--- src/rtl/uart_pkg.sv ---
// Shared types and helpers for the UART transmit path.
// The optional parity bit is enabled with the UART_TX_PARITY_EN macro.
package uart_pkg;

    localparam int unsigned DefClksPerBit = 868;
    localparam int unsigned DefDataW      = 8;

    typedef enum logic [2:0] {
        StIdle   = 3'd0,
        StStart  = 3'd1,
        StData   = 3'd2,
        StParity = 3'd3,
        StStop   = 3'd4
    } state_t;

    // Ceiling log2 with a floor of one bit, so a terminal count of 1 still has a counter.
    function automatic int unsigned clog2(input int unsigned value);
        int unsigned w;
        w = 1;
        while ((w < 32) && ((64'd1 << w) < 64'(value))) begin
            w++;
        end
        return w;
    endfunction

endpackage

--- src/rtl/uart_tx_fsm_if.sv ---
// Parallel-side handshake and status bundle of the UART transmitter.
interface uart_tx_fsm_if
    import uart_pkg::*;
#(
    parameter int unsigned DATA_W = DefDataW
);
    logic              tx_start;
    logic [DATA_W-1:0] tx_data;
    logic              tx_busy;
    logic              tx_line;
    logic              bit_adv;
    logic              byte_done;

    modport master (
        output tx_start, tx_data,
        input  tx_busy, tx_line, bit_adv, byte_done
    );

    modport slave (
        input  tx_start, tx_data,
        output tx_busy, tx_line, bit_adv, byte_done
    );
endinterface

--- src/rtl/uart_baud_gen.sv ---
// Bit-period timer: counts 0..CLKS_PER_BIT-1 while run is high, holds at zero otherwise.
module uart_baud_gen
    import uart_pkg::*;
#(
    parameter int unsigned CLKS_PER_BIT = DefClksPerBit
) (
    input  logic clk,
    input  logic rst,
    input  logic run,
    output logic tick
);
    localparam int unsigned    CntW = clog2(CLKS_PER_BIT);
    localparam logic [CntW-1:0] Last = CntW'(CLKS_PER_BIT - 1);

    logic [CntW-1:0] cnt_q, cnt_d;
    logic            tick_q, tick_d;

    // tick is a flop set one edge early so it is high exactly while cnt_q sits at Last.
    always_comb begin
        cnt_d = '0;
        if (run && (cnt_q != Last)) begin
            cnt_d = cnt_q + 1'b1;
        end
        tick_d = run && (cnt_d == Last);
    end

    always_ff @(posedge clk or negedge rst) begin
        if (!rst) begin
            cnt_q  <= '0;
            tick_q <= 1'b0;
        end else begin
            cnt_q  <= cnt_d;
            tick_q <= tick_d;
        end
    end

    assign tick = tick_q;

endmodule

--- src/rtl/uart_tx_fsm.sv ---
// UART transmitter: frame FSM and shift register, 8N1 by default, even parity with
// UART_TX_PARITY_EN defined. bit_adv/byte_done feed the downstream event counters.
module uart_tx_fsm
    import uart_pkg::*;
#(
    parameter int unsigned CLKS_PER_BIT = DefClksPerBit,
    parameter int unsigned DATA_W       = DefDataW
) (
    input logic          clk,
    input logic          rst,
    uart_tx_fsm_if.slave bus
);
    localparam int unsigned     IdxW    = clog2(DATA_W);
    localparam logic [IdxW-1:0] LastIdx = IdxW'(DATA_W - 1);

    state_t            state_q, state_d;
    logic [DATA_W-1:0] shift_q, shift_d;
    logic [IdxW-1:0]   idx_q, idx_d;
    logic              line_q, line_d;
    logic              busy_q;
    logic              tick;
`ifdef UART_TX_PARITY_EN
    logic              parity_q, parity_d;
`endif

    uart_baud_gen #(
        .CLKS_PER_BIT(CLKS_PER_BIT)
    ) u_baud (
        .clk (clk),
        .rst (rst),
        .run (state_q != StIdle),
        .tick(tick)
    );

    always_comb begin
        state_d  = state_q;
        shift_d  = shift_q;
        idx_d    = idx_q;
`ifdef UART_TX_PARITY_EN
        parity_d = parity_q;
`endif
        case (state_q)
            StIdle: begin
                if (bus.tx_start) begin
                    shift_d  = bus.tx_data;
`ifdef UART_TX_PARITY_EN
                    parity_d = ^bus.tx_data;
`endif
                    state_d  = StStart;
                end
            end
            StStart: begin
                if (tick) begin
                    idx_d   = '0;
                    state_d = StData;
                end
            end
            StData: begin
                if (tick) begin
                    shift_d = shift_q >> 1;
                    idx_d   = idx_q + 1'b1;
                    if (idx_q == LastIdx) begin
`ifdef UART_TX_PARITY_EN
                        state_d = StParity;
`else
                        state_d = StStop;
`endif
                    end
                end
            end
`ifdef UART_TX_PARITY_EN
            StParity: begin
                if (tick) begin
                    state_d = StStop;
                end
            end
`endif
            StStop: begin
                if (tick) begin
                    state_d = StIdle;
                end
            end
            default: state_d = StIdle;
        endcase

        // Line level is registered from the next state, giving one cycle accept-to-start latency.
        line_d = 1'b1;
        case (state_d)
            StStart: line_d = 1'b0;
            StData:  line_d = shift_d[0];
`ifdef UART_TX_PARITY_EN
            StParity: line_d = parity_q;
`endif
            default: line_d = 1'b1;
        endcase
    end

    always_ff @(posedge clk or negedge rst) begin
        if (!rst) begin
            state_q  <= StIdle;
            shift_q  <= '0;
            idx_q    <= '0;
            line_q   <= 1'b1;
            busy_q   <= 1'b0;
`ifdef UART_TX_PARITY_EN
            parity_q <= 1'b0;
`endif
        end else begin
            state_q  <= state_d;
            shift_q  <= shift_d;
            idx_q    <= idx_d;
            line_q   <= line_d;
            busy_q   <= (state_d != StIdle);
`ifdef UART_TX_PARITY_EN
            parity_q <= parity_d;
`endif
        end
    end

    assign bus.tx_line   = line_q;
    assign bus.tx_busy   = busy_q;
    assign bus.bit_adv   = tick;
    assign bus.byte_done = tick && (state_q == StStop);

endmodule

--- src/flat_wrapper.sv ---
// flat-port wrapper written by rule: the top's interface ports become plain ports
module uart_tx_fsm_flat import uart_pkg::*;
#(
    parameter int unsigned CLKS_PER_BIT = DefClksPerBit,
    parameter int unsigned DATA_W       = DefDataW
)
  (clk, rst, bus_tx_start, bus_tx_data, bus_tx_busy, bus_tx_line, bus_bit_adv, bus_byte_done);
  uart_tx_fsm_if #(.DATA_W(DATA_W)) bus_i ();
  input logic clk;
  input logic rst;
  input wire logic [$bits(bus_i.tx_start)-1:0] bus_tx_start;
  input wire logic [$bits(bus_i.tx_data)-1:0] bus_tx_data;
  output wire logic [$bits(bus_i.tx_busy)-1:0] bus_tx_busy;
  output wire logic [$bits(bus_i.tx_line)-1:0] bus_tx_line;
  output wire logic [$bits(bus_i.bit_adv)-1:0] bus_bit_adv;
  output wire logic [$bits(bus_i.byte_done)-1:0] bus_byte_done;
  assign bus_i.tx_start = bus_tx_start;
  assign bus_i.tx_data = bus_tx_data;
  assign bus_tx_busy = bus_i.tx_busy;
  assign bus_tx_line = bus_i.tx_line;
  assign bus_bit_adv = bus_i.bit_adv;
  assign bus_byte_done = bus_i.byte_done;
  uart_tx_fsm #(.CLKS_PER_BIT(CLKS_PER_BIT), .DATA_W(DATA_W)) u_core (.clk(clk), .rst(rst), .bus(bus_i));
endmodule
--- config.mk ---
export PLATFORM = sky130hd
export DESIGN_NAME = uart_tx_fsm_flat
export DESIGN_NICKNAME = d
export VERILOG_FILES = /design/src/rtl/uart_pkg.sv /design/src/rtl/uart_tx_fsm_if.sv /design/src/rtl/uart_baud_gen.sv /design/src/rtl/uart_tx_fsm.sv /design/src/flat_wrapper.sv
export SDC_FILE = /design/constraint.sdc
export NUM_CORES = 1
export LEC_CHECK = 0
export CORE_MARGIN = 4
export CORE_UTILIZATION = 40
export CTS_CLUSTER_SIZE = 12
export DETAILED_ROUTE_END_ITERATION = 6
export DONT_BUFFER_PORTS = 1
export PLACE_DENSITY_LB_ADDON = 0.3
export SLEW_MARGIN = 20
export SYNTH_ARGS = -nofsm -noshare
export SYNTH_HDL_FRONTEND = slang
export SYNTH_SLANG_ARGS = --single-unit
--- constraint.sdc ---
create_clock -name clk -period 1.5 [get_ports clk]
set_clock_uncertainty 0.1 [all_clocks]
set_input_delay 0.225 -clock clk [delete_from_list [all_inputs] [get_ports clk]]
set_output_delay 0.225 -clock clk [all_outputs]
set_load 0.02 [all_outputs]
==> flow_summary.json <==
{
  "swShare": 0.320,
  "grt_max_degree": 28,
  "cap_viol_max_count": 0,
  "min_path_type": "primary input to register",
  "layout-drive-gt1-share": 0.379,
  "slew_headroom": 0.812,
  "rr_startpoint": "u_core.state_q[0]$_DFF_PN0_",
  "antenna_found_initial": 0,
  "tightest_slew_ns": 0.280,
  "synth_cell_type_count": 41,
  "die_area_mm2": 0.00435,
  "ys.flop_type": "dfrtp_1",
  "synth.avg_cell_area_um2": 10.2,
  "yosys-top-cells-area": "dfrtp_1 48%, nand2_1 5.9%, a22oi_1 5.0%",
  "violations": "setup timing",
  "ios": 15,
  "netlist_top_cells_count": "26 x dfrtp_1, 21 x nand2_1, 10 x nor2_1, 9 x a22oi_1",
  "wl_mm": 2.99,
  "switchingPower_w": 0.000611,
  "slew_viol_final": 0,
  "setup_ws_ns": -0.0789,
  "startpoint_type": "register",
  "syn-instance-count": 132,
  "p_int_w": 0.00130,
  "power_w": 0.00191,
  "holdWs_ns": 0.124,
  "rows": 20,
  "routedWlPerCell_um": 14.0,
  "hold_viol_final": 0,
  "die_h_um": 66.0,
  "min-delay-start": "bus_tx_start",
  "routabilityCongestion": 0.743,
  "io_buffers": 0,
  "timing.fmax_mhz": 633,
  "grt_pass1_vias": 1145,
  "fp.dieW_um": 66.0,
  "grt_pass1_wl_mm": 4.80,
  "clockRootBuffer": "clkbuf_4",
  "cp_top_family": "flip-flops",
  "num_vias": 1108,
  "power_frac_comb": 0.352,
  "post-dp-hpwl_mm": 1.98,
  "p_clk_frac": 0.160,
  "synth_edf_count": 0,
  "antennaDiodeCount": 0,
  "fill_cells": 257,
  "cp_slowest_stage_delay_ns": 0.49,
  "ys_seq_area_frac": 0.504,
  "grt_overflow": 0,
  "status": "finished with violations",
  "cts_buffers": 3,
  "start_util": 0.430,
  "crit_buf_inv": 1,
  "cellLeakagePower_nw": 0.801,
  "place_inst": 192,
  "finalSetupTns_ns": -0.120,
  "via_per_inst": 5.20,
  "power-per-cell-area_mw_per_mm2": 1040,
  "firstDrtPassIters": 4,
  "path_max_fanout": 5,
  "syn_nets": 146,
  "synth.most_common_cell": "dfrtp_1",
  "fin_crit_ns": 1.58,
  "grt_usage": 0.139,
  "required_ns": 1.17,
  "core_area_mm2": 0.00313,
  "h-tree-depth": 1,
  "synth_top_cell_area_share": 0.484,
  "antenna_left": 0,
  "instances_no_fill": 213,
  "setup_viol": 5,
  "drt-initial-drc-count": 99,
  "pre_cts_ws_ns": -0.0755,
  "pwr-share-seq": 0.487,
  "cts_buffer_depth": 2,
  "ys_async_sr_fraction": 1.00,
  "finalNetCount": 184,
  "synth.cell_area_mm2": 0.00134,
  "clk_pin_slew_ns": 0.14,
  "path_class": "register to output port",
  "area.growth.synth_to_final_pct": 36.9,
  "vdd_drop_max_uv": 869,
  "fin_crit_sh": 1.05,
  "clock_latency_ns": 0.32,
  "ys_ff_latch": 27,
  "cts_tree": "done",
  "drc": 0,
  "yosys.area.top_type": "dfrtp_1",
  "cp-startpoint": "u_core.state_q[1]$_DFF_PN0_",
  "clock_sinks": 27,
  "path_cells": "nor4b_4 -> buf_4",
  "ys_warn_count": 0,
  "end_kind": "output port",
  "critPathSlowestCell": "dfrtp_2",
  "worst-endpoint-arrival_ns": 1.25,
  "rsz0062_at_grt": "true"
}
-- cell families (layout without fill, tap and decap cells) --
family | Yosys count | in the layout | synth area share
buffers and inverters | 7 | 44 | 0.0289
AO/OA/AOI/OAI | 27 | 27 | 0.139
flip-flops | 27 | 27 | 0.504
XOR/XNOR | 6 | 6 | 0.0391
AND/OR/NAND/NOR | 60 | 60 | 0.247
multiplexers | 2 | 2 | 0.0149
adder cells (fa/ha/maj) | 3 | 3 | 0.0279
-- per-stage QoR --
stage	instance area [um2]	utilization
floorplan	1350	-
global placement	1530	0.489
detailed placement	1530	0.489
CTS	1720	0.550
global route	1840	0.588
finish	1840	0.588
-- final timing paths --
| kind | cells past startpoint | endpoint | slack, ns |
|---|---|---|---|
| min | 3 | u_core.shift_q[0]$_DFF_PN0_ | 0.12 |
| max reg2reg | 5 | u_core.u_baud.tick$_DFF_PN0_ | -0.02 |
| max | 2 | bus_byte_done | -0.08 |
| max in group asynchronous | 2 | u_core.bus.tx_line$_DFF_PN1_ | 0.86 |
| min reg2reg | 2 | u_core.shift_q[3]$_DFFE_PN0P_ | 0.40 |
| min in group asynchronous | 2 | u_core.idx_q[2]$_DFFE_PN0P_ | 0.21 |
-- power by group through the flow --
| stage | clock network (W) | registers, W | logic (W) |
|---|---|---|---|
| 5_1_grt | 0.000348 | 0.000945 | 0.000734 |
| 2_1_floorplan | 0 | 0.000949 | 0.000277 |
| 4_1_cts | 0.000329 | 0.000921 | 0.000548 |
| 3_5_place_dp | 0 | 0.000936 | 0.000500 |
| 3_3_place_gp | 0 | 0.000928 | 0.000486 |
| 6_report | 0.000306 | 0.000930 | 0.000672 |
-- sequential cells by signal, summed over array words and instances (netlist names) --
signal and count:
u_core.bus.tx_busy 1, u_core.bus.tx_line 1, u_core.idx_q 3, u_core.shift_q 8
u_core.state_q 3, u_core.u_baud.cnt_q 10, u_core.u_baud.tick 1
-- metal layers --
metal	global-route usage	vias to the layer above	routed length (um)
li1	-	549	-
met1	0.160	544	1290
met2	0.254	13	1600
met3	0.0374	2	85
met4	0.0330	0	14
met5	0	-	0
-- cell type report --
cell class | instances | area, um2 | area share
clock buffer | 4 | 26.3 | 0.0143
tap | 44 | 55.1 | 0.0299
multi-input combinational | 98 | 742 | 0.403
sequential | 27 | 681 | 0.370
timing repair buffer | 37 | 324 | 0.176
inverter | 3 | 11.3 | 0.00612
-- what timing repair did --
item | in CTS | in global routing
cloned | 0 | 0
hold buffers | 10 | 0
setup endpoints to repair | 11 | 21
buffers inserted | 3 | 4
gates resized for setup | 10 | 18
pin swaps | 6 | 15
endpoints found under the hold margin | 35 | 0
-- worst register-to-register path, stage by stage (launching register included) --
cell      delay (ns)
dfrtp_2         0.44
buf_4           0.16
or3_4           0.39
o21ai_4         0.12
nor2_2          0.09
o2111a_1        0.13
-- cell usage in the layout (no fill, tap or decap), types with 2 or more instances in the layout --
cell type,count
nor2_4,2
and3_1,3
or3_1,2
nor3_1,2
nand3_1,5
o21ai_0,5
nor2_2,6
nand4_1,2
dlygate4sd3_1,9
xor2_1,4
a31oi_1,3
inv_2,2
a21oi_2,2
dfrtp_1,23
clkbuf_4,3
nor2_1,4
dfrtp_2,3
a22oi_1,9
buf_6,3
ha_4,3
nor3_2,2
mux2i_1,2
nand2_1,20
buf_4,24
No activity file was read; power rests on OpenSTA's default activity.
